[src/rtl/addsub_pkg.sv]
// Shared constants, FSM state type and sizing helpers for the serial adder/subtractor.
package addsub_pkg;

  localparam logic MODE_ADD = 1'b0;
  localparam logic MODE_SUB = 1'b1;

  typedef enum logic [1:0] {IDLE, BUSY, DONE} state_t;

  // Number of BUSY cycles needed to sweep all WIDTH bits, DIGIT at a time.
  function automatic int ncyc(input int width, input int digit);
    return width / digit;
  endfunction

  // Digit counter width; sized to hold the value NCYC.
  function automatic int cnt_w(input int width, input int digit);
    return $clog2(width / digit + 1);
  endfunction

endpackage

[src/rtl/addsub_digit.sv]
// Combinational DIGIT-bit ripple-carry slice. It also exposes the carry into
// its top bit, so the caller can derive signed overflow on the final digit.
module addsub_digit #(
  parameter int DIGIT = 1
) (
  input  logic [DIGIT-1:0] x,
  input  logic [DIGIT-1:0] y,
  input  logic             cin,
  output logic [DIGIT-1:0] s,
  output logic             cout,
  output logic             c_msb_in
);

  logic c;

  // Ripple the carry through the slice LSB first.
  always_comb begin
    s        = '0;
    c        = cin;
    c_msb_in = cin;
    for (int i = 0; i < DIGIT; i++) begin
      if (i == DIGIT - 1) c_msb_in = c;
      s[i] = x[i] ^ y[i] ^ c;
      c    = (x[i] & y[i]) | (c & (x[i] ^ y[i]));
    end
    cout = c;
  end

endmodule

[src/rtl/serial_addsub.sv]
// Digit-serial A+B / A-B engine with valid/ready handshakes on both sides.
// Subtraction is computed as A + ~B + 1: B is inverted at capture and the
// carry register is preloaded with 1.
module serial_addsub
  import addsub_pkg::*;
#(
  parameter int WIDTH = 8,
  parameter int DIGIT = 1
) (
  input  logic             clk,
  input  logic             rst_n,
  input  logic             in_valid,
  output logic             in_ready,
  input  logic             mode,
  input  logic [WIDTH-1:0] a,
  input  logic [WIDTH-1:0] b,
  output logic             out_valid,
  input  logic             out_ready,
  output logic [WIDTH-1:0] result,
  output logic             carry,
  output logic             overflow
);

  localparam int NCYC = ncyc(WIDTH, DIGIT);
  localparam int CW   = cnt_w(WIDTH, DIGIT);

  state_t                 state;
  logic [WIDTH-1:0]       a_sr;
  logic [WIDTH-1:0]       b_sr;
  logic [WIDTH-1:0]       res_sr;
  logic                   cy;
  logic                   mode_q;
  logic [CW-1:0]          cnt;

  logic [DIGIT-1:0]       s;
  logic                   cout;
  logic                   c_msb_in;
  logic [WIDTH+DIGIT-1:0] res_cat;
  logic [WIDTH-1:0]       res_next;
  logic                   last;

  addsub_digit #(.DIGIT(DIGIT)) u_digit (
    .x        (a_sr[DIGIT-1:0]),
    .y        (b_sr[DIGIT-1:0]),
    .cin      (cy),
    .s        (s),
    .cout     (cout),
    .c_msb_in (c_msb_in)
  );

  // New digit enters the result register from the MSB side; the concat form
  // stays legal even when DIGIT == WIDTH.
  assign res_cat  = {s, res_sr};
  assign res_next = res_cat[WIDTH+DIGIT-1:DIGIT];
  assign last     = (cnt == CW'(NCYC - 1));

  assign in_ready  = (state == IDLE);
  assign out_valid = (state == DONE);

  // FSM, operand shift registers, digit counter and result capture.
  always_ff @(posedge clk or negedge rst_n) begin
    if (!rst_n) begin
      state    <= IDLE;
      a_sr     <= '0;
      b_sr     <= '0;
      res_sr   <= '0;
      cy       <= 1'b0;
      mode_q   <= 1'b0;
      cnt      <= '0;
      result   <= '0;
      carry    <= 1'b0;
      overflow <= 1'b0;
    end else begin
      case (state)
        IDLE: begin
          if (in_valid) begin
            a_sr   <= a;
            b_sr   <= (mode == MODE_SUB) ? ~b : b;
            mode_q <= mode;
            cy     <= mode;
            cnt    <= '0;
            state  <= BUSY;
          end
        end
        BUSY: begin
          a_sr   <= a_sr >> DIGIT;
          b_sr   <= b_sr >> DIGIT;
          res_sr <= res_next;
          cy     <= cout;
          cnt    <= cnt + 1'b1;
          if (last) begin
            // Outputs only move here, so they hold the last completed op
            // through IDLE and BUSY.
            result   <= res_next;
            carry    <= cout ^ mode_q;
            overflow <= c_msb_in ^ cout;
            state    <= DONE;
          end
        end
        DONE: begin
          if (out_ready) state <= IDLE;
        end
        default: state <= IDLE;
      endcase
    end
  end

endmodule

[config.mk]
export PLATFORM = sky130hd
export DESIGN_NAME = serial_addsub
export DESIGN_NICKNAME = d
export VERILOG_FILES = /design/src/rtl/addsub_pkg.sv /design/src/rtl/addsub_digit.sv /design/src/rtl/serial_addsub.sv
export SDC_FILE = /design/constraint.sdc
export NUM_CORES = 1
export LEC_CHECK = 0
export ABC_AREA = 1
export CAP_MARGIN = 20
export CORE_MARGIN = 4
export CORE_UTILIZATION = 25
export DETAILED_ROUTE_END_ITERATION = 10
export PLACE_DENSITY = 0.53
export SLEW_MARGIN = 20
export SYNTH_ARGS = -nofsm -noshare
export SYNTH_HDL_FRONTEND = slang
export SYNTH_HIERARCHICAL = 1
export SYNTH_SLANG_ARGS = --single-unit
[constraint.sdc]
create_clock -name clk -period 2.07 [get_ports clk]
set_clock_uncertainty 0.2 [all_clocks]
set_input_delay 0.414 -clock clk [delete_from_list [all_inputs] [get_ports clk]]
set_output_delay 0.414 -clock clk [all_outputs]
set_load 0.03 [all_outputs]
==> results of run 1 <==
-- layout make-up --
class                           instances  area, µm²
Inverter                               16       62.6
Fill cell                             774       4950
Sequential cell                        41       1030
Timing Repair Buffer                   40        373
Clock inverter                          3       17.5
Multi-Input combinational cell        178        786
Tap cell                               99        124
Clock buffer                            5       68.8
-- logic make-up (layout without fill, tap and decap cells) --
family	after synthesis	in the layout	share of synthesized area (%)
AND/OR/NAND/NOR	160	160	33.6
flip-flops	41	41	52.9
buffers and inverters	25	64	6.52
AO/OA/AOI/OAI	12	12	3.42
XOR/XNOR	4	4	1.81
adder cells (fa/ha/maj)	2	2	1.68
-- per-layer routing --
| layer | up-vias | global-route usage [%] | share of wire [%] |
|---|---|---|---|
| met5 | - | 0 | 0 |
| li1 | 824 | - | - |
| met3 | 7 | 2.27 | 4.1 |
| met1 | 697 | 13.0 | 52 |
| met4 | 0 | 4.27 | 1.9 |
| met2 | 27 | 15.7 | 42 |
-- metrics by stage --
stage / setup WS [ns] / cells
after floorplan: 0.442 / 244
after global placement: 0.382 / 373
after detailed placement: 0.372 / 373
after CTS: 0.0999 / 382
after global routing: 0.0660 / 382
final: 0.122 / 382
-- registers in the layout (all words and copies together), names as in the netlist --
name,flops
mode_q,1
overflow,1
state,2
b_sr,8
cnt,4
cy,1
res_sr,7
carry,1
a_sr,8
result,8
-- cell usage after synthesis, types with 2 or more instances --
cell type,count
nand3_1,19
o21ai_0,10
buf_2,3
buf_4,5
inv_2,2
xnor2_1,2
nand2_1,134
dfrtp_1,41
nor2_4,2
xor2_1,2
inv_1,13
nor2_1,2
-- repair_timing --
| item | in CTS | in global routing |
|---|---|---|
| endpoints found under the setup margin | 0 | 0 |
| hold buffers | 1 | 0 |
| endpoints found under the hold margin | 20 | 0 |
-- worst paths after layout --
check | startpoint | to | slack [ns]
worst max-delay path | result[4]$_DFFE_PN0P_ | result[4] | 0.12
worst min-delay path | res_sr[5]$_DFFE_PN0N_ | result[4]$_DFFE_PN0P_ | 0.27
worst max register to register | state[1]$_DFFE_PN0P_ | overflow$_DFFE_PN0P_ | 0.42
worst min register to register | res_sr[5]$_DFFE_PN0N_ | result[4]$_DFFE_PN0P_ | 0.27
max in group asynchronous | rst_n | b_sr[5]$_DFFE_PN0P_ | 0.72
min in group asynchronous | rst_n | result[6]$_DFFE_PN0P_ | 0.41
-- power by group through the flow --
stage	combinational (mW)	sequential (mW)	clock [mW]
2_1_floorplan	0.819	1.49	0
3_3_place_gp	1.35	1.38	0
3_5_place_dp	1.38	1.38	0
4_1_cts	1.38	1.37	0.535
5_1_grt	1.57	1.41	0.581
6_report	1.36	1.36	0.514
==> results.toml, run 1 <==
[power]
p_clk_share_pct = 15.9
p_int_mw = 1.91
fin_total_pwr_mw = 3.24
pwr-share-comb_pct = 42.1
p_per_area_nw_per_um2 = 1320
p_sw_mw = 1.33
vdd_drop_max_mv = 0.322
seqPwrFrac_pct = 42.1
swShare_pct = 41.0
leakage_nw = 1.26

[cells_and_area]
final_common_cell = "nand2_1"
antenna_cells = 0
fin_area_um2 = 2460
area_growth_syn_to_layout_pct = 26.8
final_cell_mix = "nand2_1 (134), dfrtp_1 (41), clkdlybuf4s50_1 (29)"
drive_gt1_share_pct = 9.19
fin_util_pct = 33.2
nNetsFinal = 305

[setup_path]
crit_type = "reg -> out"
cp_data_arrival_time_ns = 1.33
critPathTopFamily = "buffers and inverters"
crit_buf_inv = 1
slowest_delay_ns = 0.67
startpoint_type = "flip-flop"
crit_fanout = 2
reg2regPathDepth = 6
setup.worst_path.end_class = "output port"
cpMaxStageDelayCell = "clkdlybuf4s50_1"
worstPathRequired_ns = 1.46
path_cells = "clkdlybuf4s50_1"
crit_cells = 1

[timing]
min_period_ns = 1.95
layout_worst_path_cycle_share_pct = 94.1
hold_slack_ns = 0.270
tns_ns = 0
finalHoldViolations = 0
slew_viol_final = 0
fmax_ghz = 0.513
rsz0062_at_grt = "no"
slew_headroom_pct = 68.2
worst_pin_slew_ns = 0.476
setup_viol = 0

[floorplanning]
row_count = 31
boundaryPins = 33
dieArea_um2 = 9220
start_util_pct = 26.2
dieHeight_um = 96.0
core_area_um2 = 7410
die_w_um = 96.0

[clock_tree]
cts.repair.resized = 0
cts_sinks = 41
root_buffer = "clkbuf_8"
cts_inserted_buffers = 5
cts_setup_buffers = 0
clock_latency_ns = 0.29
cts_max_level = 2
cts_buffer_depth = 2
cts_tree = "yes"
clkTransAtPathRegs_ns = 0.08

[flow_run]
drv_cap = 0

[grt]
antenna_found_initial = 0
grt.overflow.total = 0
grt.total_usage_pct = 9.94
grt_pass1_vias = 1531
grt_max_degree = 23
grt_pass1_wl_mm = 7.12

[placed_design]
portBuffers = 32
globalplace.congestion = 0.684
hpwl_mm = 2.90
place_area_um2 = 2360

[route]
drtIter0Drc = 56
first_pass_iters = 4
wl_mm = 4.01
drcViolationCount = 0
postRouteAntennaNets = 0
vias = 1555
wl_per_cell_um = 10.5
via_per_inst = 4.07

[synth]
synthCells = 244
synth_nets = 267
synth_cell_types = 21
synth_area_um2 = 1940
synthTopCellsByArea = "dfrtp_1 (53%), nand2_1 (26%), nand3_1 (4.9%)"
avgSynthCellArea_um2 = 7.94
yosysSeqAreaShare_pct = 52.9
synth_top_cell_by_area = "dfrtp_1"
async_flop_share_pct = 100
synth_edf_count = 0
synth_ff_type = "dfrtp_1"
synth_top_area_share_pct = 52.9
synth-seq-cells = 41
ys_warn_count = 6

[worst_hold_path]
hold_path_class = "reg -> reg"
worstHoldPathCells = 2

[status]
status = "finished, final reports clean"
Power figures use the tool's default switching activity.
==> inputs of run 2 (changes only) <==
- PLACE_DENSITY: 0.53 -> 0.5
- RECOVER_POWER: not set -> 50
- SLEW_MARGIN: 20 -> not set
==> run 2 against run 1 <==
Net effect: register-to-register slack worse by 0.02 ns; clock power up 9.1%; cell area up 0.41%; power rose by 0.77%; critical path depth unchanged; die area unchanged; maximum frequency is 0.92% higher; non-clock buffer count did not move; sequential power hardly changed; sequential cell count unchanged; combinational power barely moved; hold slack lost 0.0023 ns; largest cell class unchanged.
==> results.toml, run 2 (same netlist as run 1, synthesis figures left out) <==
[timing]
tns_ns = 0
slew_headroom_pct = 63.8
setup_viol = 0
rsz0062_at_grt = "no"
setup_ws_ns = 0.140
worst_pin_slew_ns = 0.543
layout_worst_path_cycle_share_pct = 93.2
finalHoldViolations = 0
min_period_ns = 1.93
fmax_ghz = 0.518
slew_viol_final = 0

[cells_and_area]
fillers = 797
multi_input_area_um2 = 782
register_area_um2 = 1030
area_growth_syn_to_layout_pct = 27.3
stdcell_count = 382
reg_top3 = "a_sr (8), b_sr (8), result (8)"
final_cell_mix = "nand2_1 (134), dfrtp_1 (41), clkdlybuf4s50_1 (29)"
final_common_cell = "nand2_1"
fin_util_pct = 33.3
antenna_cells = 0
drive_gt1_share_pct = 8.48
nNetsFinal = 305

[setup_path]
cp_data_arrival_time_ns = 1.32
cpMaxStageDelayCell = "clkdlybuf4s50_1"
crit_cells = 1
timing.rr.end = "result[4]$_DFFE_PN0P_"
crit_type = "reg -> out"
slowest_delay_ns = 0.67
reg2regPathDepth = 7
critPathTopFamily = "buffers and inverters"
path_cells = "clkdlybuf4s50_1"
crit_fanout = 2
rr_startpoint = "state[1]$_DFFE_PN0P_"
worstPathRequired_ns = 1.46
setup.worst_path.end_class = "output port"
startpoint_type = "flip-flop"
crit_path_start = "result[3]$_DFFE_PN0P_"
crit_buf_inv = 1
critical_path.endpoint = "result[3]"
r2r_setup_slack_ns = 0.40

[route]
first_pass_iters = 4
drcViolationCount = 0
via_per_inst = 4.09
wl_per_cell_um = 10.3
drtIter0Drc = 77
wl_mm = 3.94
vias = 1563
postRouteAntennaNets = 0

[worst_hold_path]
hold_path_class = "reg -> reg"
hold_start = "res_sr[3]$_DFFE_PN0N_"

[power]
fin_total_pwr_mw = 3.26
p_per_area_nw_per_um2 = 1320
leakage_nw = 1.27
vdd_drop_max_mv = 0.340

[clock_tree]
cts_inserted_buffers = 5
cts_buffer_depth = 2
root_buffer = "clkbuf_8"
clkTransAtPathRegs_ns = 0.07
clock_latency_ns = 0.29
cts_max_level = 2
cts_tree = "yes"
cts_setup_buffers = 0
cts_sinks = 41

[placed_design]
dp_worst_setup_slack_ns = 0.272
portBuffers = 32
hpwl_mm = 2.93
dp_cells = 373
globalplace.congestion = 0.689

[floorplanning]
dieArea_um2 = 9220
dieHeight_um = 96.0
start_util_pct = 26.2
row_count = 31
core_area_um2 = 7410
boundaryPins = 33
die_w_um = 96.0

[grt]
use_met2_pct = 13.3
grt_pass1_wl_mm = 6.56
grt_max_degree = 23
antenna_found_initial = 0
grt.total_usage_pct = 9.29
met1_usage_pct = 12.8
grt_busiest_layer = "met2"
grt_use_met3_pct = 2.35
grt.overflow.total = 0
grt_pass1_vias = 1378

[flow_run]
drv_cap = 0

[status]
status = "finished, final reports clean"
[run 2: layer usage]
metal	part of all wire, %	wire length, µm	vias to the layer above
li1	-	-	827
met1	48	1890	708
met2	46	1820	23
met3	3.8	151	5
met4	1.9	74	0
met5	0	0	-
[run 2: layout make-up]
type                            count  share of cell area, %
Timing Repair Buffer               40                   15.1
Sequential cell                    41                   41.6
Inverter                           16                   2.54
Multi-Input combinational cell    178                   31.7
Clock inverter                      1                  0.203
Tap cell                           99                   5.02
Clock buffer                        7                   3.90
[run 2: worst register-to-register path, stage by stage (launching register included)]
cell and delay (ns):
dfrtp_1 0.41, inv_2 0.07, buf_4 0.17, nand2_4 0.07, inv_4 0.16, nand2_1 0.29, nand2_1 0.14, nand2_1 0.06
[run 2: how the worst min path moves through the flow]
stage	end	slack (ns)	cells after the start
6_report	result[2]$_DFFE_PN0P_	0.27	2
5_1_grt	result[2]$_DFFE_PN0P_	0.31	2
4_1_cts	result[2]$_DFFE_PN0P_	0.27	2
3_5_place_dp	result[3]$_DFFE_PN0P_	0.22	1
3_3_place_gp	result[3]$_DFFE_PN0P_	0.23	1
2_1_floorplan	a_sr[0]$_DFFE_PN0P_	-0.08	0
[run 2: metrics by stage]
stage / hold WS, ns / cell area [µm²]
finish: 0.268 / 2470
CTS: 0.270 / 2490
global placement: 0.225 / 2380
detailed placement: 0.222 / 2380
global route: 0.313 / 2470
floorplan: -0.0816 / 1940
[run 2: report_power, final]
part	total [mW]	switching (mW)	leakage, nW	internal, mW
logic	1.36	0.817	0.691	0.541
clock network	0.561	0.260	0.0542	0.301
registers	1.35	0.211	0.528	1.13
[run 2: what timing repair did]
item / 4_1_cts / 5_1_grt
hold buffers: 1 / 0
endpoints found under the hold margin: 21 / 0
gates resized for setup: 1 / 0
endpoints found under the setup margin: 1 / 0
==> inputs of run 3 (changes only) <==
- CORE_MARGIN: 4 -> not set
- DONT_BUFFER_PORTS: not set -> 1
- PLACE_DENSITY: 0.5 -> 0.44
==> run 3 against run 2 <==
Net effect: sequential share of layout area is 6.6 points higher; combinational power fell by 30%; first-iteration DRC count down 26%; hold slack worse by 0.25 ns; setup slack improved by 0.083 ns; sequential power grew 15%; via count shrank 7.7%; die area decreased by 12%; cell area shrank 14%; largest power group is now registers.
==> results.toml, run 3 (same netlist as run 1, synthesis figures left out) <==
[worst_hold_path]
hold_path_end = "state[1]$_DFFE_PN0P_"
worstHoldPathCells = 1
hold_start = "out_ready"
hold_path_class = "in -> reg"

[power]
pwr-share-comb_pct = 31.7
p_per_area_nw_per_um2 = 1420
p_int_mw = 1.73
seqPwrFrac_pct = 51.3
leakage_nw = 1.12
vdd_drop_max_mv = 0.425
p_sw_mw = 1.30
swShare_pct = 42.9
p_clk_share_pct = 17.0

[timing]
layout_worst_path_cycle_share_pct = 89.2
slew_viol_final = 0
hold_slack_ns = 0.0182
setup_viol = 0
rsz0062_at_grt = "no"
worst_pin_slew_ns = 1.02
tns_ns = 0
min_period_ns = 1.85
slew_headroom_pct = 32.3
fmax_ghz = 0.541
finalHoldViolations = 0

[route]
via_per_inst = 4.14
vias = 1442
drtIter0Drc = 57
first_pass_iters = 4
wl_per_cell_um = 11.4
wl_mm = 3.98
postRouteAntennaNets = 0
drcViolationCount = 0

[setup_path]
crit_path_start = "state[0]$_DFFE_PN0P_"
crit_buf_inv = 1
startpoint_type = "flip-flop"
crit_fanout = 12
r2r_setup_slack_ns = 0.34
worstPathRequired_ns = 1.46
cp_data_arrival_time_ns = 1.23
critPathTopFamily = "flip-flops"
slowest_delay_ns = 0.65
timing.rr.end = "result[5]$_DFFE_PN0P_"
setup.worst_path.end_class = "output port"
crit_type = "reg -> out"
path_cells = "nor2_1, buf_4"
reg2regPathDepth = 5
cpMaxStageDelayCell = "dfrtp_1"
rr_startpoint = "state[0]$_DFFE_PN0P_"

[placed_design]
hpwl_mm = 2.81
globalplace.congestion = 0.687
portBuffers = 0

[flow_run]
drv_cap = 0

[cells_and_area]
nNetsFinal = 271
final_cell_mix = "nand2_1 (134), dfrtp_1 (41), nand3_1 (19)"
area_growth_syn_to_layout_pct = 9.94
reg_top3 = "a_sr (8), b_sr (8), result (8)"
antenna_cells = 0
final_common_cell = "nand2_1"
drive_gt1_share_pct = 8.03

[clock_tree]
cts_setup_buffers = 0
root_buffer = "clkbuf_8"
cts_max_level = 2
cts_tree = "yes"
clock_latency_ns = 0.29
cts_inserted_buffers = 5
clkTransAtPathRegs_ns = 0.08
cts_buffer_depth = 2
cts_sinks = 41

[grt]
grt.total_usage_pct = 10.9
antenna_found_initial = 0
grt_use_met3_pct = 2.71
grt_pass1_wl_mm = 7.11
grt.overflow.total = 0
grt_pass1_vias = 1493
met1_usage_pct = 14.3
grt_max_degree = 42
use_met2_pct = 17.4
grt_busiest_layer = "met2"

[floorplanning]
dieArea_um2 = 8110
core_area_um2 = 7370
start_util_pct = 26.3
boundaryPins = 33
dieHeight_um = 90.0
row_count = 31
die_w_um = 90.0

[status]
status = "finished, final reports clean"
## run 3: area by class of cell
cell class / instances / area, µm²
clock inverter: 2 / 15.0
fill: 831 / 5240
timing repair buffer: 6 / 45.0
inverter: 16 / 62.6
multi-input combinational: 178 / 786
tap: 99 / 124
sequential: 41 / 1030
clock buffer: 6 / 72.6
## run 3: timing repair
action,4_1_cts,5_1_grt
hold endpoints to repair,41,0
resized for setup,0,0
hold buffers,2,0
## run 3: per-layer routing
| metal | share of wire, % | vias up |
|---|---|---|
| li1 | - | 760 |
| met1 | 48 | 651 |
| met2 | 46 | 26 |
| met3 | 3.8 | 5 |
| met4 | 1.7 | 0 |
| met5 | 0 | - |
## run 3: worst max path at each step
stage                                        to  slack, ns  cells after the start
after floorplan                       out_valid       0.44                      2
after global placement    result[4]$_DFFE_PN0P_       0.39                      5
after detailed placement  result[6]$_DFFE_PN0P_       0.33                      5
after CTS                             out_valid       0.22                      2
after global routing                  out_valid       0.13                      2
final                                 out_valid       0.22                      2
## run 3: per-stage QoR
stage                     utilization, %  instance area [µm²]  std cells  setup WS, ns  power (mW)
after global routing                28.9                 2130        348         0.132        3.33
after global placement              27.5                 2030        338         0.386        2.52
after CTS                           29.1                 2150        348         0.216        3.09
final                               28.9                 2130        348         0.223        3.02
after detailed placement            27.5                 2030        338         0.334        2.53
after floorplan                        -                 1940        244         0.442        2.30
## run 3: power groups by stage
stage / logic (mW) / registers [mW] / clock network [mW]
2_1_floorplan: 0.819 / 1.49 / 0
3_3_place_gp: 0.949 / 1.57 / 0
3_5_place_dp: 0.964 / 1.57 / 0
4_1_cts: 0.989 / 1.56 / 0.544
5_1_grt: 1.15 / 1.60 / 0.578
6_report: 0.958 / 1.55 / 0.515
